### config.mk
export PLATFORM = sky130hd
export DESIGN_NAME = cla_serial_adder_ctrl
export DESIGN_NICKNAME = d
export VERILOG_FILES = /design/src/rtl/cla_serial_adder_ctrl.sv
export SDC_FILE = /design/constraint.sdc
export NUM_CORES = 1
export LEC_CHECK = 0
export CELL_PAD_IN_SITES_DETAIL_PLACEMENT = 1
export CELL_PAD_IN_SITES_GLOBAL_PLACEMENT = 1
export CORE_MARGIN = 2
export CORE_UTILIZATION = 41
export DETAILED_ROUTE_END_ITERATION = 10
export PLACE_DENSITY = 0.88
export SLEW_MARGIN = 20
export SYNTH_ARGS = -nofsm -noshare
export SYNTH_HDL_FRONTEND = slang
export SYNTH_SLANG_ARGS = --single-unit
### constraint.sdc
create_clock -name clk -period 3.5 [get_ports clk]
set_input_delay 0.7 -clock clk [delete_from_list [all_inputs] [get_ports clk]]
set_output_delay 0.7 -clock clk [all_outputs]
set_load 0.02 [all_outputs]
### src/rtl/cla_serial_adder_ctrl.sv
// Multi-cycle WIDTH-bit adder: one 4-bit carry-lookahead slice is reused for
// every nibble, LSB nibble first. The block captures the operands, walks the
// nibble counter, registers the inter-nibble carry and assembles the result.
// Valid/ready handshakes are used on both the operand side and the result side.

// 4-bit carry-lookahead slice. It exports the carry into bit 3 and the carry
// out of bit 3, so that signed overflow can be formed on the last nibble.
module cla4 (
    input  logic [3:0] a,
    input  logic [3:0] b,
    input  logic       cin,
    output logic [3:0] s,
    output logic       carry_msb_in,
    output logic       carry_out
);
    logic [3:0] g;
    logic [3:0] p;
    logic [3:0] c;

    assign g = a & b;
    assign p = a ^ b;

    // Flattened lookahead equations; no carry ripples through the slice.
    assign c[0] = g[0] | (p[0] & cin);
    assign c[1] = g[1] | (p[1] & g[0]) | (p[1] & p[0] & cin);
    assign c[2] = g[2] | (p[2] & g[1]) | (p[2] & p[1] & g[0])
                | (p[2] & p[1] & p[0] & cin);
    assign c[3] = g[3] | (p[3] & g[2]) | (p[3] & p[2] & g[1])
                | (p[3] & p[2] & p[1] & g[0]) | (p[3] & p[2] & p[1] & p[0] & cin);

    assign s            = p ^ {c[2:0], cin};
    assign carry_msb_in = c[2];
    assign carry_out    = c[3];
endmodule

module cla_serial_adder_ctrl #(
    parameter int WIDTH = 16
) (
    input  logic             clk,
    input  logic             rst_n,
    input  logic             in_valid,
    output logic             in_ready,
    input  logic [WIDTH-1:0] a,
    input  logic [WIDTH-1:0] b,
    input  logic             cin,
    output logic             out_valid,
    input  logic             out_ready,
    output logic [WIDTH-1:0] sum,
    output logic             cout,
    output logic             ovf,
    output logic             busy
);
    localparam int NIB = WIDTH / 4;
    localparam int CW  = (NIB > 1) ? $clog2(NIB) : 1;

    if ((WIDTH % 4) != 0 || WIDTH < 4) begin : g_bad_width
        $error("cla_serial_adder_ctrl: WIDTH must be a multiple of 4 and >= 4");
    end

    typedef enum logic [1:0] {
        IDLE = 2'd0,
        RUN  = 2'd1,
        DONE = 2'd2
    } state_t;

    state_t              state;
    state_t              next_state;
    logic [CW-1:0]       idx;
    logic                carry_reg;
    logic [NIB-1:0][3:0] a_reg;
    logic [NIB-1:0][3:0] b_reg;
    logic [NIB-1:0][3:0] sum_reg;
    logic                cout_reg;
    logic                ovf_reg;
    logic                out_valid_reg;

    logic [3:0]          nib_a;
    logic [3:0]          nib_b;
    logic [3:0]          nib_s;
    logic                nib_c2;
    logic                nib_c3;
    logic                last_nib;

    assign last_nib = (idx == CW'(NIB - 1));

    // Select the operand nibbles addressed by the nibble counter.
    // NOTE: every variable written here gets a default first, so no latch is inferred.
    always_comb begin
        nib_a = '0;
        nib_b = '0;
        for (int i = 0; i < NIB; i++) begin
            if (idx == CW'(i)) begin
                nib_a = a_reg[i];
                nib_b = b_reg[i];
            end
        end
    end

    cla4 u_cla (
        .a            (nib_a),
        .b            (nib_b),
        .cin          (carry_reg),
        .s            (nib_s),
        .carry_msb_in (nib_c2),
        .carry_out    (nib_c3)
    );

    // Next-state logic: accept in IDLE, walk the nibbles in RUN, hand off in DONE.
    always_comb begin
        next_state = state;
        case (state)
            IDLE:    if (in_valid) next_state = RUN;
            RUN:     if (last_nib) next_state = DONE;
            DONE:    if (out_ready) next_state = IDLE;
            default: next_state = IDLE;
        endcase
    end

    // State register and the registered result-valid flag.
    // NOTE: sequential state uses non-blocking assignments so all flops update together.
    always_ff @(posedge clk or negedge rst_n) begin
        if (!rst_n) begin
            state         <= IDLE;
            out_valid_reg <= 1'b0;
        end else begin
            state         <= next_state;
            out_valid_reg <= (next_state == DONE);
        end
    end

    // Datapath: operand capture, per-nibble sum write-back, carry chaining.
    // NOTE: the operand and sum registers are reset as well, so a reset leaves no stale result visible.
    always_ff @(posedge clk or negedge rst_n) begin
        if (!rst_n) begin
            idx       <= '0;
            carry_reg <= 1'b0;
            a_reg     <= '0;
            b_reg     <= '0;
            sum_reg   <= '0;
            cout_reg  <= 1'b0;
            ovf_reg   <= 1'b0;
        end else begin
            case (state)
                IDLE: begin
                    if (in_valid) begin
                        a_reg     <= a;
                        b_reg     <= b;
                        carry_reg <= cin;
                        idx       <= '0;
                        sum_reg   <= '0;
                    end
                end
                RUN: begin
                    for (int i = 0; i < NIB; i++) begin
                        if (idx == CW'(i)) sum_reg[i] <= nib_s;
                    end
                    carry_reg <= nib_c3;
                    if (last_nib) begin
                        cout_reg <= nib_c3;
                        ovf_reg  <= nib_c2 ^ nib_c3;
                    end else begin
                        idx <= idx + CW'(1);
                    end
                end
                default: ;
            endcase
        end
    end

    assign in_ready  = (state == IDLE);
    assign busy      = (state != IDLE);
    assign out_valid = out_valid_reg;
    assign sum       = sum_reg;
    assign cout      = cout_reg;
    assign ovf       = ovf_reg;
endmodule
## Word-level counts from Yosys, hierarchy flattened

Index checks and enable logic that the tools add are counted.

- Register bits: 56
- Input port bits: 37
- Output and inout bits: 21
- Logic and storage cells: 96

- $add $sub $neg: 1
- Equality and inequality tests: 12
- Muxes and demuxes: 23
- Bitwise operators: 30
- Reductions and logical operators: 12

Operators with widths:

| kind | count |
|---|---|
| $mux W4 | 12 |
| $pmux W16 S2 | 1 |
| $and A1 B1 Y1 | 16 |
| $mux W16 | 1 |
| $reduce_and A3 Y1 | 5 |
| $ne A2 B2 Y1 const B | 6 |
| $mux W2 | 5 |
| $or A1 B1 Y1 | 10 |
| $eq A2 B2 Y1 const B | 4 |
| $xor A4 B4 Y4 | 2 |
| $pmux W2 S3 | 1 |
| $reduce_and A2 Y1 | 3 |
| $and A4 B4 Y4 | 1 |
| $eq A2 B1 Y1 const B | 2 |
| $logic_not A2 Y1 | 2 |
| $pmux W2 S2 | 1 |
| $reduce_bool A2 Y1 | 2 |
| $add A2 B1 Y2 const B | 1 |
| $pmux W1 S2 | 1 |
| $mux W1 | 1 |
| $xor A1 B1 Y1 | 1 |

## Logic depth before layout (Yosys ltp)

- Word-level depth: 13
- Depth in mapped cells: 12
- Mapped depth without buffers: 11

## Cells and area by module

From an unflattened synthesis, not the netlist that was laid out.

- Cells, all modules: 244
- Area total of the unflattened synthesis: 2825.2 um^2

Modules (own cells, without submodules):

| module | instances | cells each | area an instance (um^2) | sequential area each (um^2) |
|---|---|---|---|---|
| cla_serial_adder_ctrl | 1 | 226 | 2670.1 | 1401.3 |
| cla4 | 1 | 18 | 155.1 | 0.0 |

## Worst setup path before layout

Ideal clock, no wire load.

- Path kind: reg2reg
- From: register idx[0]
- To: register sum_reg (netlist bit sum[3])
- Library setup time: 0.138 ns
- Data arrival time: 2.332 ns
- Required time: 3.362 ns
- Slack: 1.031 ns
- Stages on the path, launching flop included: 11
- Path buffers: 1
- Period minus slack after synthesis: 2.469 ns
- Cell sequence: dfrtp_1 > ha_1 > buf_2 > a221oi_1 > nor3_1 > a21o_1 > ha_1 > a41oi_1 > o21ai_0 > xnor2_1 > o22ai_1

- Word-level cells in the longest chain between the ends: 13

RTL lines:

| what | RTL line | source |
|---|---|---|
| start: declaration | 68 | `logic [CW-1:0] idx;` |
| start signal: assignment | 162 | `idx <= idx + CW'(1);` |
| $logic_not A2 Y1 | 92, 155 |  |
| $mux W4 (4 in series) | 92 | `if (idx == CW'(i)) begin` |
| $xor A4 B4 Y4 / $and A4 B4 Y4 (equally long branches) | 21, 20 |  |
| $and A1 B1 Y1, on equally long branches | 26, 27 |  |
| $or A1 B1 Y1 (tied with other cells) | 26 | `assign c[2] = g[2] \| (p[2] & g[1]) \| (p[2] & p[1] & g[0])` |
| $or A1 B1 Y1 / $and A1 B1 Y1 (equally long branches) | 26, 27 |  |
| $or A1 B1 Y1 | 27 | `\| (p[2] & p[1] & p[0] & cin);` |
| $xor A4 B4 Y4 | 31 | `assign s = p ^ {c[2:0], cin};` |
| $mux W4 | 155 | `if (idx == CW'(i)) sum_reg[i] <= nib_s;` |
| $pmux W16 S2 | 143 | `case (state)` |
| end signal: indexed assignment | 155 |  |
| end: declaration | 72 | `logic [NIB-1:0][3:0] sum_reg;` |

Several ways; a longest one is shown, not always the timed one. The select of a mux whose other input is x is not followed.
A chain may end at the register's enable or synchronous reset.

## Final worst setup path

- From: register idx[1]
- To: register sum_reg (netlist bit sum[3])

The elaborated chain is that of the path after synthesis.

==> results.json <==
{
  "dieArea_sq_um": 7610,
  "gp_congestion": 0.805,
  "worstPathRequired_ns": 3.67,
  "yosys_warnings": 0,
  "synth.distinct_cells": 33,
  "crit_top_cell": "ha_1",
  "p_seq_share_pct": 31.4,
  "drcViolationCount": 0,
  "hold_violations": 0,
  "power.total_mw": 3.76,
  "antenna_found_initial": 0,
  "synthAdderAreaFrac_pct": 4.67,
  "synth_top_area_share_pct": 49.3,
  "initial_utilization_pct": 42.1,
  "worst_setup_path_start_kind": "flop",
  "synth-compound-area-share_pct": 10.7,
  "crit-reg2reg-launch": "idx[1]",
  "clock-sinks": 56,
  "nFillCells": 755,
  "die_h_um": 87.3,
  "routed_wl_um": 6340,
  "postSynthCellCount": 237,
  "ant_nets": 0,
  "path_class": "flop to flop",
  "multi_input_area_sq_um": 1290,
  "cp_max_fo": 16,
  "hpwl_um": 4750,
  "critPathBufInv": 1,
  "fmax_mhz": 327,
  "yosys-top-cells-count": "56 x dfrtp_1, 32 x nand2_1, 29 x mux2_4, 18 x a21oi_1, 12 x inv_1",
  "post_cts_buffers": 0,
  "hold-worst-slack_ns": 0.406,
  "synth-main-ff-cell": "dfrtp_1",
  "cp_top_family": "compound AO/OA/AOI/OAI gates",
  "yosys-top-cells-area": "dfrtp_1 49%, mux2_4 15%, nand2_1 4.2%",
  "fin_skew_ns": 0.00769,
  "antennaDiodeCount": 0,
  "clkPwrFrac_pct": 10.1,
  "slew_headroom_pct": 52.6,
  "yosysMostFrequentCell": "dfrtp_1",
  "grt.overflow.total": 0,
  "final_nets": 338,
  "yosys.area.top_type": "dfrtp_1",
  "firstDrtPassIters": 4,
  "syn_area_sq_um": 2840,
  "p_leak_nw": 1.59,
  "finalSetupTns_ns": 0,
  "insertion_delay_ns": 0.31,
  "cap_violations": 0,
  "h-tree-depth": 2,
  "synth_edf_count": 0,
  "synth_xor_xnor_area_share_pct": 1.23,
  "clkTransAtPathRegs_ns": 0.09,
  "std_cell_rows": 30,
  "vias": 1974,
  "synth_top_family_by_area": "multiplexers",
  "rrSetupSlack_ns": 0.44,
  "peakVddDrop_mv": 0.363,
  "grt_pass1_wl_um": 10600,
  "grt_pass1_vias": 2195,
  "wl_per_cell_um": 17.1,
  "hp-class": "primary input to async pin",
  "worstPathCellList": "inv_1, ha_1, nor2b_1, a221oi_1, nor3_1, a21o_1, ha_1, a41oi_1, o21ai_0, xnor2_1, o22ai_1",
  "setup_violations": 0,
  "comb_power_share_pct": 58.6,
  "place_ws_ns": 0.475,
  "cts_resized": 0,
  "cpMaxStageDelayCell": "ha_1",
  "switching_share_pct": 41.6,
  "numCtsBuffers": 5,
  "drive_gt1_share_pct": 17.9,
  "via_per_inst": 5.32,
  "ctsHoldBuffers": 0,
  "drt_iter0_drc": 79,
  "io_buffers": 57,
  "avgSynthCellArea_sq_um": 12.0,
  "power.density_nw_per_um2": 1070,
  "worst_setup_path_end_kind": "flop",
  "period_share_pct": 87.3,
  "timing.final.crit_period_ns": 3.06,
  "die-width_um": 87.3,
  "core_area_sq_um": 6760,
  "slew_violations": 0,
  "fin_ws_ns": 0.443,
  "worstPathArrival_ns": 3.23,
  "cpPeakStageDelay_ns": 0.47,
  "yosys_register_bits": 56,
  "ff2ff_path_depth": 11,
  "synth.area.mux_share_pct": 19.3,
  "tightestPinTransition_ns": 0.711,
  "synth_simple_gate_area_share_pct": 9.69,
  "register_area_sq_um": 1400,
  "syn-num-nets": 284,
  "clk_path_buf_depth": 2,
  "cts_tree": "built",
  "p_sw_mw": 1.56,
  "yosysSeqAreaShare_pct": 49.3,
  "postSynth.asyncResetShare_pct": 100,
  "p_int_mw": 2.20,
  "pin_count": 58,
  "grt_max_degree": 35,
  "synthToLayoutAreaGrowth_pct": 23.6,
  "rsz0062_at_grt": "no",
  "utilization_pct": 52.0,
  "outcome": "completed",
  "reg2reg_to": "sum[3]",
  "clock-root-buffer": "clkbuf_8",
  "grt_usage_pct": 18.1
}
==> cell type report <==
| type | instances | area share (%) |
|---|---|---|
| Sequential cell | 56 | 39.9 |
| Multi-Input combinational cell | 158 | 36.9 |
| Timing Repair Buffer | 58 | 16.3 |
| Tap cell | 80 | 2.85 |
| Clock buffer | 7 | 2.74 |
| Inverter | 12 | 1.28 |
==> worst max-delay path by stage <==
stage,slack [ns],cells past startpoint,endpoint,startpoint
final,0.44,11,sum[3],idx[1]
after global routing,0.09,11,sum[3],idx[1]
after CTS,0.44,11,sum[3],idx[1]
after detailed placement,0.47,11,sum[3],idx[1]
after global placement,0.68,11,sum[3],idx[1]
after floorplan,1.03,10,sum[3],idx[0]
==> metrics by stage <==
stage | cells | area, sq um
final | 371 | 3510
after global routing | 371 | 3510
after CTS | 371 | 3510
after detailed placement | 364 | 3410
after global placement | 364 | 3410
after floorplan | 237 | 2840
==> power groups by stage <==
stage               Combinational [mW]  Clock [mW]  Sequential [mW]
global placement                  2.10           0             1.17
CTS                               2.22       0.387             1.18
finish                            2.20       0.378             1.18
global route                      2.42       0.411             1.22
detailed placement                2.20           0             1.19
floorplan                         1.61           0             1.18
==> routing by layer <==
layer  track usage (%)  part of all wire [%]
met1              23.7                    45
met2              30.2                    49
met3              2.65                   3.6
met4              7.41                   2.2
met5                 0                     0
==> kinds of logic (layout without fill, tap and decap cells) <==
group / after synthesis / in the layout
XOR/XNOR: 4 / 4
multiplexers: 39 / 39
adder cells (fa/ha/maj): 10 / 10
AND/OR/NAND/NOR: 56 / 56
AO/OA/AOI/OAI: 49 / 49
flip-flops: 56 / 56
buffers and inverters: 23 / 77
==> cells in the final DEF (no fill, tap or decap) <==
cell	n
nand2b_4	1
fa_1	1
buf_4	1
mux2_4	29
o31ai_1	2
and2_4	1
a221oi_1	4
a211oi_1	1
o22ai_1	6
nor2_1	5
dfrtp_1	56
a41oi_1	1
buf_2	1
ha_1	9
nor3_1	2
inv_1	12
and3_1	1
nor2b_1	8
clkbuf_8	7
nand2_1	32
mux2_2	10
clkdlybuf4s50_1	56
a21o_1	6
a21oi_1	18
nor2_4	1
nand3b_1	4
xor2_1	2
nand2b_1	1
xnor2_1	2
a221oi_2	1
o21ai_1	1
o21ai_0	9
(Power assumes the default switching activity.)
